--- src/rtl/lock_dialer_if.sv ---
// Controller <-> dialer bundle for lock_dialer.
// The controller side (master) issues start/abort and the combination.
// The dialer side (slave) drives up/down and reports status and position.
interface lock_dialer_if #(
   parameter int MSB = 6
);
   logic         start;
   logic         abort;
   logic [MSB:0] c0;
   logic [MSB:0] c1;
   logic [MSB:0] c2;
   logic         up;
   logic         down;
   logic         busy;
   logic         done;
   logic [MSB:0] position;

   modport master (
      output start, abort, c0, c1, c2,
      input  up, down, busy, done, position
   );

   modport slave (
      input  start, abort, c0, c1, c2,
      output up, down, busy, done, position
   );
endinterface

--- src/rtl/lock_dialer.sv ---
// lock_dialer: drives a lock's up/down step lines so that a three-number
// combination is entered automatically.
//
// The sequence is: reach C0 clockwise, then C1 counterclockwise, then C2
// clockwise, then hold still. At most one notch is emitted per clock.
// The block keeps its own copy of the dial position, which mirrors the
// lock's position counter and already includes the step currently shown
// on up/down.
//
// Optional build macro LOCK_DIALER_SHORTEST_EN: on start, the approach to
// C0 takes whichever is strictly shorter -- counting up to C0, or counting
// down to C0-1 followed by one up step. A tie takes the up path.
// Without the macro, the down pre-step is used only when the position
// already equals C0.
module lock_dialer #(
   parameter int           MSB      = 6,
   parameter logic [MSB:0] INIT_POS = '0
) (
   input logic          clock,
   input logic          reset_n,
   lock_dialer_if.slave bus
);

   localparam logic [MSB:0] ONE = {{MSB{1'b0}}, 1'b1};

   typedef enum logic [2:0] {
      IDLE = 3'd0,
      PRE  = 3'd1,
      P1   = 3'd2,
      P2   = 3'd3,
      P3   = 3'd4,
      DONE = 3'd5
   } state_t;

   state_t       state_q, state_d;
   logic [MSB:0] pos_q, pos_d;
   logic [MSB:0] c0_q, c0_d;
   logic [MSB:0] c1_q, c1_d;
   logic [MSB:0] c2_q, c2_d;
   logic         up_q, up_d;
   logic         down_q, down_d;
   logic         busy_q, busy_d;
   logic         done_q, done_d;

   logic [MSB:0] pos_inc;
   logic [MSB:0] pos_dec;
   logic [MSB:0] c0_before;
   logic         take_down_path;

   assign pos_inc   = pos_q + ONE;
   assign pos_dec   = pos_q - ONE;
   assign c0_before = c0_q - ONE;

`ifdef LOCK_DIALER_SHORTEST_EN
   // Up path: (c0 - p) ups. Down path: downs to c0-1 plus one final up.
   // Both paths are evaluated against the c0 presented with start.
   logic [MSB:0]   up_len;
   logic [MSB:0]   down_gap;
   logic [MSB+1:0] down_len;

   assign up_len         = bus.c0 - pos_q;
   assign down_gap       = pos_q - (bus.c0 - ONE);
   assign down_len       = {1'b0, down_gap} + {{(MSB+1){1'b0}}, 1'b1};
   assign take_down_path = (pos_q == bus.c0) || (down_len < {1'b0, up_len});
`else
   // C0 must be arrived at by an up step, so starting on C0 needs one down.
   assign take_down_path = (pos_q == bus.c0);
`endif

   // Next-state, step and status decode.
   always_comb begin
      state_d = state_q;
      pos_d   = pos_q;
      c0_d    = c0_q;
      c1_d    = c1_q;
      c2_d    = c2_q;
      up_d    = 1'b0;
      down_d  = 1'b0;

      if (bus.abort) begin
         state_d = IDLE;
      end else begin
         case (state_q)
            IDLE, DONE: begin
               if (bus.start) begin
                  c0_d    = bus.c0;
                  c1_d    = bus.c1;
                  c2_d    = bus.c2;
                  state_d = take_down_path ? PRE : P1;
               end
            end
            PRE: begin
               // Keep stepping down until one notch below C0.
               down_d = 1'b1;
               pos_d  = pos_dec;
               if (pos_dec == c0_before) begin
                  state_d = P1;
               end
            end
            P1: begin
               up_d  = 1'b1;
               pos_d = pos_inc;
               if (pos_inc == c0_q) begin
                  state_d = P2;
               end
            end
            P2: begin
               // Always at least one step, so C1==C0 is a full revolution.
               down_d = 1'b1;
               pos_d  = pos_dec;
               if (pos_dec == c1_q) begin
                  state_d = P3;
               end
            end
            P3: begin
               up_d  = 1'b1;
               pos_d = pos_inc;
               if (pos_inc == c2_q) begin
                  state_d = DONE;
               end
            end
            default: begin
               state_d = IDLE;
            end
         endcase
      end

      // busy covers the final up step; done rises the cycle after it.
      busy_d = (state_d inside {PRE, P1, P2, P3}) ||
               ((state_d == DONE) && (state_q == P3));
      done_d = (state_d == DONE) && (state_q == DONE);
   end

   // State and output registers with synchronous active-low reset.
   always_ff @(posedge clock) begin
      if (!reset_n) begin
         state_q <= IDLE;
         pos_q   <= INIT_POS;
         c0_q    <= '0;
         c1_q    <= '0;
         c2_q    <= '0;
         up_q    <= 1'b0;
         down_q  <= 1'b0;
         busy_q  <= 1'b0;
         done_q  <= 1'b0;
      end else begin
         state_q <= state_d;
         pos_q   <= pos_d;
         c0_q    <= c0_d;
         c1_q    <= c1_d;
         c2_q    <= c2_d;
         up_q    <= up_d;
         down_q  <= down_d;
         busy_q  <= busy_d;
         done_q  <= done_d;
      end
   end

   assign bus.up       = up_q;
   assign bus.down     = down_q;
   assign bus.busy     = busy_q;
   assign bus.done     = done_q;
   assign bus.position = pos_q;

endmodule

--- src/flat_wrapper.sv ---
// flat-port wrapper written by rule: the top's interface ports become plain ports
module lock_dialer_flat 
#(
   parameter int           MSB      = 6,
   parameter logic [MSB:0] INIT_POS = '0
)
  (clock, reset_n, bus_start, bus_abort, bus_c0, bus_c1, bus_c2, bus_up, bus_down, bus_busy, bus_done, bus_position);
  lock_dialer_if #(.MSB(MSB)) bus_i ();
  input logic clock;
  input logic reset_n;
  input wire logic [$bits(bus_i.start)-1:0] bus_start;
  input wire logic [$bits(bus_i.abort)-1:0] bus_abort;
  input wire logic [$bits(bus_i.c0)-1:0] bus_c0;
  input wire logic [$bits(bus_i.c1)-1:0] bus_c1;
  input wire logic [$bits(bus_i.c2)-1:0] bus_c2;
  output wire logic [$bits(bus_i.up)-1:0] bus_up;
  output wire logic [$bits(bus_i.down)-1:0] bus_down;
  output wire logic [$bits(bus_i.busy)-1:0] bus_busy;
  output wire logic [$bits(bus_i.done)-1:0] bus_done;
  output wire logic [$bits(bus_i.position)-1:0] bus_position;
  assign bus_i.start = bus_start;
  assign bus_i.abort = bus_abort;
  assign bus_i.c0 = bus_c0;
  assign bus_i.c1 = bus_c1;
  assign bus_i.c2 = bus_c2;
  assign bus_up = bus_i.up;
  assign bus_down = bus_i.down;
  assign bus_busy = bus_i.busy;
  assign bus_done = bus_i.done;
  assign bus_position = bus_i.position;
  lock_dialer #(.MSB(MSB), .INIT_POS(INIT_POS)) u_core (.clock(clock), .reset_n(reset_n), .bus(bus_i));
endmodule
--- config.mk ---
export PLATFORM = sky130hd
export DESIGN_NAME = lock_dialer_flat
export DESIGN_NICKNAME = d
export VERILOG_FILES = /design/src/rtl/lock_dialer_if.sv /design/src/rtl/lock_dialer.sv /design/src/flat_wrapper.sv
export SDC_FILE = /design/constraint.sdc
export NUM_CORES = 1
export LEC_CHECK = 0
export CAP_MARGIN = 10
export CORE_UTILIZATION = 36
export DETAILED_ROUTE_END_ITERATION = 10
export GPL_TIMING_DRIVEN = 0
export HOLD_SLACK_MARGIN = 0.05
export PLACE_DENSITY = 0.55
export SLEW_MARGIN = 30
export SYNTH_ARGS = -nofsm -noshare
export SYNTH_HDL_FRONTEND = slang
export SYNTH_SLANG_ARGS = --single-unit
--- constraint.sdc ---
create_clock -name clock -period 3.16 [get_ports clock]
set_clock_uncertainty 0.2 [all_clocks]
set_input_delay 0.316 -clock clock [delete_from_list [all_inputs] [get_ports clock]]
set_output_delay 0.316 -clock clock [all_outputs]
set_load 0.05 [all_outputs]
* After elaboration in Yosys (flattened, before gate mapping) *
Index checks and enable logic that the tools add are counted.

storage, ports and cells
  logic and storage cells = 52
  input bits = 25
  output and inout port bits = 11
  bits in registers = 35

cells by class
  equality and inequality tests = 15
  multiplexer cells = 11
  reduce and logical (&&, ||, !) cells = 12
  bitwise operators = 2
  add/subtract/negate cells = 3

operator list
  cell                                              number
  == test 7 bit                                     5
  two-way mux 3 bit                                 6
  case mux 3 bit (5 select lines)                   1
  case mux 7 bit (2 select lines)                   1
  subtractor 7 x 1 -> 7 bit, second input constant  2
  == test 3 x 2 -> 1 bit, second input constant     4
  == test 3 bit, second input constant              4
  OR reduction 2 bit                                4
  adder 7 x 1 -> 7 bit, second input constant       1
  == test 3 x 1 -> 1 bit, second input constant     2
  nonzero test 4 bit                                1
  logical NOT 3 bit                                 1
  AND reduction 3 bit                               1
  logical AND 1 bit                                 2
  two-way mux 1 bit                                 2
  two-way mux 2 bit                                 1
  NOT 1 bit                                         2
  AND reduction 2 bit                               1
  nonzero test 2 bit                                1
  logical OR 1 bit                                  1

* Depth between registers and ports, before layout *
Gate-level depths: netlist of the first run.

  word-level depth = 8
  gate-level depth with buffers = 10
  mapped depth without buffers = 9

* Least setup slack after synthesis of the first run *
No wires, ideal clock.

  path type = reg-to-reg
  start = reg u_core.pos_q[1], in the netlist u_core.bus.position[1]
  end = reg u_core.busy_q, in the netlist u_core.bus.busy
  arrival = 2.882 ns
  slack = -0.010 ns
  cell stages (with the launch flop) = 11
  data required time = 2.872 ns
  clock period less this slack = 3.170 ns
  path buffers = 2
  setup time = 0.088 ns
  cell sequence = dfxtp_1 > buf_2 > inv_1 > ha_1 > clkbuf_1 > xnor2_1 > nand4_1 > or3_1 > or4_1 > and4_4 > a311oi_2

on the way
  word-level cells in the longest chain between the ends = 8
  elaborated cells between the ends (all ways) = 23

RTL lines
  element                                                  RTL line                                RTL
  start, declared                                          lock_dialer.sv:36                       logic [MSB:0] pos_q, pos_d;
  start signal, assigned                                   lock_dialer.sv:148                      pos_q <= pos_d;
  adder 7 x 1 -> 7 bit (tied with other cells)             lock_dialer.sv:50                       assign pos_inc = pos_q + ONE;
  == test 7 bit (tied with other cells)                    lock_dialer.sv:118                      if (pos_inc == c2_q) begin
  two-way mux 3 bit (on tied branches)                     --
  case mux 3 bit (5 select lines) *                        lock_dialer.sv:83                       case (state_q)
  two-way mux 3 bit *                                      lock_dialer.sv:80                       if (bus.abort) begin
  == test 3 x 1 -> 1 bit (tied with other cells)           lock_dialer.sv:129                      busy_d = (state_d inside {PRE, P1, P2, P3}) ||
  nonzero test 4 bit or logical AND 1 bit (tied branches)  lock_dialer.sv:129, lock_dialer.sv:130
  logical OR 1 bit *                                       lock_dialer.sv:129
  end signal, assigned                                     lock_dialer.sv:154                      busy_q <= busy_d;
  end, declared                                            lock_dialer.sv:42                       logic busy_q, busy_d;

Mark *: on every way between the ends. The rest lies on a longest branch, timed or not.
A chain may end at the register's enable or synchronous reset.

* Worst setup path after layout of the first run *
Ends and elaborated chain as after synthesis.

==> results of run 1 <==
## cell families (layout without fill, tap and decap cells)
logic type | count (synthesis) | in the layout | share of synthesized area, %
xor gates and xnor gates | 55 | 55 | 23.3
muxes | 26 | 26 | 11.3
buffers and inverters | 22 | 62 | 5.33
AOI/OAI and AO/OA | 19 | 19 | 6.51
adders and majority gates | 3 | 3 | 1.61
DFF | 35 | 35 | 30.1
and+or+nand+nor | 87 | 87 | 21.8
## placed cells by master, fill, tap and decap left out, types with 4 or more instances in the layout
| cell | synthesis | layout |
|---|---|---|
| sky130_fd_sc_hd__and2_1 | 5 | 5 |
| sky130_fd_sc_hd__buf_6 | 5 | 5 |
| sky130_fd_sc_hd__clkbuf_1 | 6 | 6 |
| sky130_fd_sc_hd__clkbuf_8 | 0 | 5 |
| sky130_fd_sc_hd__clkdlybuf4s50_1 | 0 | 35 |
| sky130_fd_sc_hd__dfxtp_1 | 35 | 34 |
| sky130_fd_sc_hd__inv_1 | 6 | 6 |
| sky130_fd_sc_hd__mux2i_1 | 24 | 24 |
| sky130_fd_sc_hd__nand2_1 | 9 | 9 |
| sky130_fd_sc_hd__nand3_1 | 7 | 7 |
| sky130_fd_sc_hd__nand4_1 | 4 | 4 |
| sky130_fd_sc_hd__nor2_1 | 11 | 11 |
| sky130_fd_sc_hd__nor2b_1 | 25 | 25 |
| sky130_fd_sc_hd__nor3_1 | 8 | 8 |
| sky130_fd_sc_hd__xnor2_1 | 31 | 31 |
| sky130_fd_sc_hd__xor2_1 | 20 | 20 |
## sequential cells by signal, indices dropped and copies added, names as in the netlist
signal and count:
u_core.bus.down 1, u_core.c2_q 7, u_core.bus.up 1, u_core.bus.busy 1
u_core.c0_q 7, u_core.bus.position 7, u_core.c1_q 7, u_core.bus.done 1
u_core.state_q 3
## final timing paths
check	startpoint	to	slack [ns]	depth (start not counted)
setup / recovery	u_core.bus.position[1]$_SDFFE_PN0P_	u_core.bus.busy$_SDFF_PN0_	0.22	9
hold / removal	u_core.c2_q[6]$_SDFFE_PN0P_	u_core.c2_q[6]$_SDFFE_PN0P_	0.34	2
setup reg to reg	u_core.bus.position[1]$_SDFFE_PN0P_	u_core.bus.busy$_SDFF_PN0_	0.22	9
hold reg to reg	u_core.c2_q[6]$_SDFFE_PN0P_	u_core.c2_q[6]$_SDFFE_PN0P_	0.34	2
## power by group through the flow
stage / clock, mW / combinational (mW) / sequential [mW]
after floorplan: 0 / 0.279 / 0.516
after CTS: 0.314 / 0.408 / 0.483
final: 0.306 / 0.406 / 0.483
after global routing: 0.338 / 0.444 / 0.485
after detailed placement: 0 / 0.407 / 0.493
after global placement: 0 / 0.406 / 0.492
## worst min-delay path, stage by stage, from the launching register on
cell	delay, ns
sky130_fd_sc_hd__dfxtp_1	0.32
sky130_fd_sc_hd__mux2i_1	0.13
sky130_fd_sc_hd__nor2b_1	0.05
## routing by layer
layer / vias up / part of all wire, % / track usage, %
met5: - / 0 / 0
met4: 0 / 1.3 / 5.26
met3: 6 / 3.7 / 3.63
met2: 41 / 45 / 28.6
met1: 809 / 50 / 24.3
li1: 910 / - / -
## final cells by class
| type | instances | area [um2] | area share (%) |
|---|---|---|---|
| clock buffers | 6 | 72.6 | 2.56 |
| repair buffers | 35 | 350 | 12.3 |
| inverters | 6 | 22.5 | 0.793 |
| multi-input cells | 190 | 1500 | 52.9 |
| plain buffers | 15 | 97.6 | 3.44 |
| flip-flops and latches | 35 | 702 | 24.7 |
| well taps | 75 | 93.8 | 3.30 |
## through the flow
stage | power (mW) | instances | setup slack [ns] | cell area, um2
floorplan | 0.795 | 247 | 0.00485 | 2330
global placement | 0.898 | 357 | 0.0646 | 2770
detailed placement | 0.900 | 357 | 0.0538 | 2770
CTS | 1.21 | 363 | 0.0463 | 2840
global route | 1.27 | 362 | 0.0402 | 2840
finish | 1.19 | 362 | 0.220 | 2840
==> flow_summary.rst, run 1 <==
.. list-table::
   :header-rows: 1

   * - Metric
     - Value
   * - Outcome
     - finished, final reports clean
   * - Overall via count from detail_route
     - 1,766
   * - Synthesized netlist net count
     - 275
   * - Launching element type of the critical path
     - register
   * - Kind of end point of the critical path
     - register
   * - Critical Path Max Stage Delay
     - about 0.48 ns
   * - Cell types occupying the most area after synthesis
     - sky130_fd_sc_hd__dfxtp_1 (30%), sky130_fd_sc_hd__xnor2_1 (12%), sky130_fd_sc_hd__mux2i_1 (10%)
   * - Required time of the critical path
     - roughly 3.2 ns
   * - Initial Util
     - 38.4%
   * - Share of async-settable or async-resettable flops after synthesis
     - 0%
   * - Commonest register cell after synthesis
     - sky130_fd_sc_hd__dfxtp_1
   * - Hold WS
     - ~0.34 ns
   * - First-pass iteration count of the detailed router
     - 4
   * - Clock sink total
     - 35
   * - Synth-to-layout area growth
     - 22.1%
   * - Final Critical Period
     - 2.94 ns
   * - Crit path cell chain
     - buf_2, inv_1, ha_1, xnor2_1, nand4_1, or3_1, or4_1, and4_4, a311oi_2
   * - Count of instances resized after the clock tree is built
     - 0
   * - RSZ-0062 raised after global routing
     - no
   * - Number of synthesized register bits
     - 35
   * - Maximum number of pins on one net before global-route repair
     - 11
   * - Total leakage power
     - about 1.2 nW
   * - Most common cell in the synthesized netlist
     - sky130_fd_sc_hd__dfxtp_1
   * - Skew-Pair Late Insertion Delay
     - 0.29 ns
   * - Height of the die
     - between 80 and 90 um
   * - Internal power contribution
     - about 0.82 mW
   * - N_diodes
     - 0
   * - Largest area contributor in the netlist
     - sky130_fd_sc_hd__dfxtp_1
   * - Setup fix buffers added after clock tree synthesis
     - 0
   * - Number of pins exceeding their max-slew limit in the final report
     - 0
   * - Number of synthesis warnings
     - 0
   * - Net switching power
     - approximately 0.37 mW
   * - Share of power burned in registers
     - ~40%
   * - Clock H-tree levels
     - 2
   * - Routed wirelength normalized by instance count
     - approximately 15 um
   * - Wire length of the first global-routing pass
     - ~8.9 mm
   * - Share of post-route cells with drive strength above 1
     - under 10%
   * - TritonCTS clock tree
     - done
   * - Post-synthesis sequential area ratio
     - a little under a third
   * - Number of nets with antenna violations after routing
     - 0
   * - Post-synthesis instance total
     - around 250
   * - Die Footprint
     - roughly 6800 um2
   * - Fraction of the core area covered by cells at the end of the flow
     - 46.9%
   * - Syn Std Cell Area
     - 2330 um2
   * - Count of input and output buffers
     - 35
   * - Count of hold buffers inserted by post-cts repair
     - 0
   * - Maximum operating frequency
     - around 0.34 GHz
   * - Core Area
     - approximately 6100 um2
   * - Final setup viols
     - 0
   * - Routability-driven placement congestion ratio
     - approximately 0.86
   * - Total CTS buffers
     - 5
   * - FP Rows
     - 28
   * - Net total in the final layout
     - 316
   * - Clock network fraction of design power
     - 25.6%
   * - Filler cell count
     - between 600 and 700
   * - Max Cap Violations
     - 0
   * - Overall global routing resource usage
     - between 10% and 20%
   * - Endpoints failing hold
     - 0
   * - Category of the critical setup timing path
     - register to register
   * - CP bufs+invs
     - 2
   * - Wire length reported by the detailed router
     - between 5 and 6 mm
   * - Placed wire-length estimate after detailed placement
     - just over 4 mm
   * - Die W
     - around 82 um
   * - Setup TNS
     - 0 ns
   * - Maximum VDD drop
     - ~0.19 mV
   * - Crit path DAT
     - 2.95 ns
   * - Number of antenna violations at the first check in global routing
     - 0
   * - Cell with the largest stage delay on the worst path
     - sky130_fd_sc_hd__ha_1
   * - Maximum fanout along the worst path
     - 7
   * - Buffer type at the clock tree root
     - sky130_fd_sc_hd__clkbuf_8
   * - P per Cell Area
     - 421 nW/um2
   * - Count of unique library cells instantiated by Yosys
     - 45
   * - Clk slew on worst S/H paths
     - 0.07 ns
   * - Dominant delay contributor by cell family on the critical path
     - simple AND/OR/NAND/NOR gates
   * - Classification of the worst-slack hold path
     - register to register
   * - Ratio of routed vias to standard cells
     - between 4 and 5
   * - Via count of the first global-routing pass
     - 1,698
   * - Slew headroom
     - 40.5%
   * - Actual slew at the worst max-slew pin
     - slightly below 0.9 ns
   * - Max Root-Sink Buffers
     - 2
   * - Logic gate share of total power
     - around 34%
   * - Average cell area after synthesis
     - around 9.4 um2
   * - EDFF count, synth
     - 0
   * - Global route overflow
     - 0
   * - Yosys top cell area share
     - a little under a third
   * - Final routed DRC violation total
     - 0
   * - Drt first-iter violations
     - 65
   * - Number of ports placed on the die boundary
     - 36
   * - Sw Share
     - 31.2%
   * - Final worst-path cycle share
     - just over 90%
   * - Leading cell types by count after synthesis
     - sky130_fd_sc_hd__dfxtp_1 (35), sky130_fd_sc_hd__xnor2_1 (31), sky130_fd_sc_hd__nor2b_1 (25)
(Power assumes the default switching activity.)
==> run 2: changes to the inputs <==
--- a/config.mk
+++ b/config.mk
@@ -8,9 +8,9 @@
 export CAP_MARGIN = 10
 export CORE_UTILIZATION = 36
 export DETAILED_ROUTE_END_ITERATION = 10
+export GPL_ROUTABILITY_DRIVEN = 0
 export GPL_TIMING_DRIVEN = 0
 export HOLD_SLACK_MARGIN = 0.05
-export PLACE_DENSITY = 0.55
 export SLEW_MARGIN = 30
 export SYNTH_ARGS = -nofsm -noshare
 export SYNTH_HDL_FRONTEND = slang
==> constraint.sdc (replaced) <==
create_clock -name clock -period 2.6 [get_ports clock]
set_clock_uncertainty 0.2 [all_clocks]
set_input_delay 0.26 -clock clock [delete_from_list [all_inputs] [get_ports clock]]
set_output_delay 0.26 -clock clock [all_outputs]
set_load 0.05 [all_outputs]
==> flow_summary.rst, run 2 (synthesized netlist as in run 1, its figures left out) <==
.. list-table::
   :header-rows: 1

   * - Metric
     - Value
   * - Startpoint of the worst setup timing path
     - u_core.bus.position[0]$_SDFFE_PN0P_ (was u_core.bus.position[1]$_SDFFE_PN0P_)
   * - Number of pins exceeding their max-slew limit in the final report
     - 0 (unchanged)
   * - Dominant delay contributor by cell family on the critical path
     - simple AND/OR/NAND/NOR gates (unchanged)
   * - Sw Share
     - 31.5% (was 31.2%)
   * - Clock sink total
     - 35 (unchanged)
   * - Kind of end point of the critical path
     - register (unchanged)
   * - Count of hold buffers inserted by post-cts repair
     - 0 (unchanged)
   * - Number of antenna violations at the first check in global routing
     - 0 (unchanged)
   * - Net total in the final layout
     - 323 (was 316)
   * - Count of input and output buffers
     - 35 (unchanged)
   * - Crit path cell chain
     - buf_12, inv_4, ha_4, xnor2_2, nand4_1, or3_1, or4_1, and4_4, a311oi_2 (was buf_2, inv_1, ha_1, xnor2_1, nand4_1, or3_1, or4_1, and4_4, a311oi_2)
   * - Maximum VDD drop
     - 0.227 mV (was 0.189 mV)
   * - Outcome
     - finished, final reports clean (unchanged)
   * - Crit path DAT
     - 2.50 ns (was 2.95 ns)
   * - Final Critical Period
     - 2.50 ns (was 2.94 ns)
   * - Classification of the worst-slack hold path
     - register to register (unchanged)
   * - Clock network fraction of design power
     - 25.3% (was 25.6%)
   * - Wire length reported by the detailed router
     - 5.38 mm (was 5.34 mm)
   * - Clk slew on worst S/H paths
     - 0.07 ns (about the same)
   * - Total CTS buffers
     - 5 (unchanged)
   * - Max Root-Sink Buffers
     - 2 (unchanged)
   * - Category of the critical setup timing path
     - register to register (unchanged)
   * - Initial Util
     - 38.4% (unchanged)
   * - Ratio of routed vias to standard cells
     - 4.99 (was 4.88)
   * - Setup TNS
     - 0 ns (unchanged)
   * - Total leakage power
     - 1.22 nW (was 1.17 nW)
   * - Actual slew at the worst max-slew pin
     - 0.823 ns (was 0.893 ns)
   * - Cell with the largest stage delay on the worst path
     - sky130_fd_sc_hd__or4_1 (was sky130_fd_sc_hd__ha_1)
   * - Overall power
     - 1.51 mW (was 1.19 mW)
   * - Wire length of the first global-routing pass
     - 8.63 mm (was 8.85 mm)
   * - R2r startpoint
     - u_core.bus.position[0]$_SDFFE_PN0P_ (was u_core.bus.position[1]$_SDFFE_PN0P_)
   * - Skew-Pair Late Insertion Delay
     - 0.29 ns (about the same)
   * - Routed wirelength normalized by instance count
     - 14.5 um (was 14.8 um)
   * - Die Footprint
     - 6790 um2 (unchanged)
   * - Height of the die
     - 82.4 um (unchanged)
   * - Overall global routing resource usage
     - 17.6% (was 18.0%)
   * - Die W
     - 82.4 um (unchanged)
   * - Synth-to-layout area growth
     - 29.0% (was 22.1%)
   * - Buffer type at the clock tree root
     - sky130_fd_sc_hd__clkbuf_8 (unchanged)
   * - Global route overflow
     - 0 (unchanged)
   * - Placed wire-length estimate after detailed placement
     - 4.01 mm (was 4.06 mm)
   * - Final worst-path cycle share
     - 96.0% (was 93.0%)
   * - Commonest cells after routing, fill and taps aside
     - sky130_fd_sc_hd__clkdlybuf4s50_1 (35), sky130_fd_sc_hd__dfxtp_1 (32), sky130_fd_sc_hd__xnor2_1 (30) (was sky130_fd_sc_hd__clkdlybuf4s50_1 (35), sky130_fd_sc_hd__dfxtp_1 (34), sky130_fd_sc_hd__xnor2_1 (31))
   * - Clock H-tree levels
     - 2 (unchanged)
   * - Final setup viols
     - 0 (unchanged)
   * - FP Rows
     - 28 (unchanged)
   * - N_diodes
     - 0 (unchanged)
   * - TritonCTS clock tree
     - done (unchanged)
   * - Critical Path Max Stage Delay
     - 0.40 ns (was 0.48 ns)
   * - Required time of the critical path
     - 2.60 ns (was 3.17 ns)
   * - Overall via count from detail_route
     - 1,853 (was 1,766)
   * - P per Cell Area
     - 504 nW/um2 (was 421 nW/um2)
   * - Worst min-delay path startpoint
     - u_core.c2_q[0]$_SDFFE_PN0P_ (was u_core.c2_q[6]$_SDFFE_PN0P_)
   * - Share of post-route cells with drive strength above 1
     - 15.5% (was 8.01%)
   * - Share of power burned in registers
     - 38.9% (was 40.4%)
   * - Internal power contribution
     - 1.04 mW (was 0.822 mW)
   * - Maximum fanout along the worst path
     - 6 (was 7)
   * - Final routed DRC violation total
     - 0 (unchanged)
   * - Core Area
     - 6060 um2 (unchanged)
   * - Most common cell after layout, fill and taps aside
     - sky130_fd_sc_hd__clkdlybuf4s50_1 (unchanged)
   * - Maximum number of pins on one net before global-route repair
     - 11 (unchanged)
   * - Number of ports placed on the die boundary
     - 36 (unchanged)
   * - Max Cap Violations
     - 0 (unchanged)
   * - Launching element type of the critical path
     - register (unchanged)
   * - Slew headroom
     - 45.2% (was 40.5%)
   * - Endpoints failing hold
     - 0 (unchanged)
   * - CP bufs+invs
     - 2 (unchanged)
   * - Via count of the first global-routing pass
     - 1,747 (was 1,698)
   * - Drt first-iter violations
     - 88 (was 65)
   * - Net switching power
     - 0.477 mW (was 0.373 mW)
   * - First-pass iteration count of the detailed router
     - 4 (unchanged)
   * - DP Area
     - 2820 um2 (was 2770 um2)
   * - Logic gate share of total power
     - 35.8% (was 34.0%)
   * - Number of nets with antenna violations after routing
     - 0 (unchanged)
   * - Maximum operating frequency
     - 0.401 GHz (was 0.340 GHz)
   * - Final standard cell area without fillers
     - 3000 um2 (was 2840 um2)
run 2: worst paths after layout:
kind	end	depth (start not counted)	slack [ns]
worst min register to register	u_core.c2_q[0]$_SDFFE_PN0P_	2	0.34
worst min-delay path	u_core.c2_q[0]$_SDFFE_PN0P_	2	0.34
worst max-delay path	u_core.bus.busy$_SDFF_PN0_	9	0.10
worst max register to register	u_core.bus.busy$_SDFF_PN0_	9	0.10
run 2: stage by stage:
| step | hold slack (ns) | instances | util (%) | worst slack (ns) |
|---|---|---|---|---|
| CTS | 0.349 | 366 | 48.2 | 0.00834 |
| floorplan | 0.139 | 247 | - | 0.0225 |
| finish | 0.344 | 371 | 49.5 | 0.104 |
| global placement | 0.323 | 357 | 46.5 | -0.205 |
| global route | 0.377 | 371 | 49.5 | -0.0381 |
| detailed placement | 0.339 | 357 | 46.5 | -0.202 |
run 2: layout make-up:
class / instances / area, um2
clock buffers: 7 / 76.3
flip-flops and latches: 35 / 709
fillers: 574 / 3060
plain buffers: 14 / 104
inverters: 6 / 25.0
well taps: 75 / 93.8
clock inverters: 1 / 5.00
multi-input cells: 190 / 1580
repair buffers: 43 / 410
run 2: power groups by stage:
stage	Sequential, mW	Clock [mW]	Combinational [mW]
floorplan	0.627	0	0.352
global placement	0.597	0	0.505
detailed placement	0.598	0	0.506
CTS	0.590	0.399	0.513
global route	0.591	0.424	0.590
finish	0.588	0.383	0.542
run 2: layer usage:
metal	routed length (um)	share of wire (%)	GRT usage, %
met1	2610	49	22.8
met2	2460	46	29.1
met3	224	4.2	4.07
met4	85	1.6	4.91
met5	0	0	0
run 2: repair_timing:
action,CTS,global route
resized for setup,5,11
cloned,0,0
buffers inserted,2,6
pin swaps,1,5
endpoints found under the setup margin,3,3
endpoints found under the hold margin,0,0
run 2: worst register-to-register path, cell delays in order (launching register included):
cell and delay (ns):
sky130_fd_sc_hd__dfxtp_4 0.37, sky130_fd_sc_hd__buf_12 0.12, sky130_fd_sc_hd__inv_4 0.05, sky130_fd_sc_hd__ha_4 0.33
sky130_fd_sc_hd__xnor2_2 0.12, sky130_fd_sc_hd__nand4_1 0.10, sky130_fd_sc_hd__or3_1 0.35, sky130_fd_sc_hd__or4_1 0.40
sky130_fd_sc_hd__and4_4 0.17, sky130_fd_sc_hd__a311oi_2 0.21
==> run 3: changes to the inputs <==
--- a/config.mk
+++ b/config.mk
@@ -7,6 +7,7 @@
 export LEC_CHECK = 0
 export CAP_MARGIN = 10
 export CORE_UTILIZATION = 36
+export CTS_CLUSTER_SIZE = 12
 export DETAILED_ROUTE_END_ITERATION = 10
 export GPL_ROUTABILITY_DRIVEN = 0
 export GPL_TIMING_DRIVEN = 0
==> results of run 3 <==
No change in the layout: final DEF, timing and power equal those of run 2.
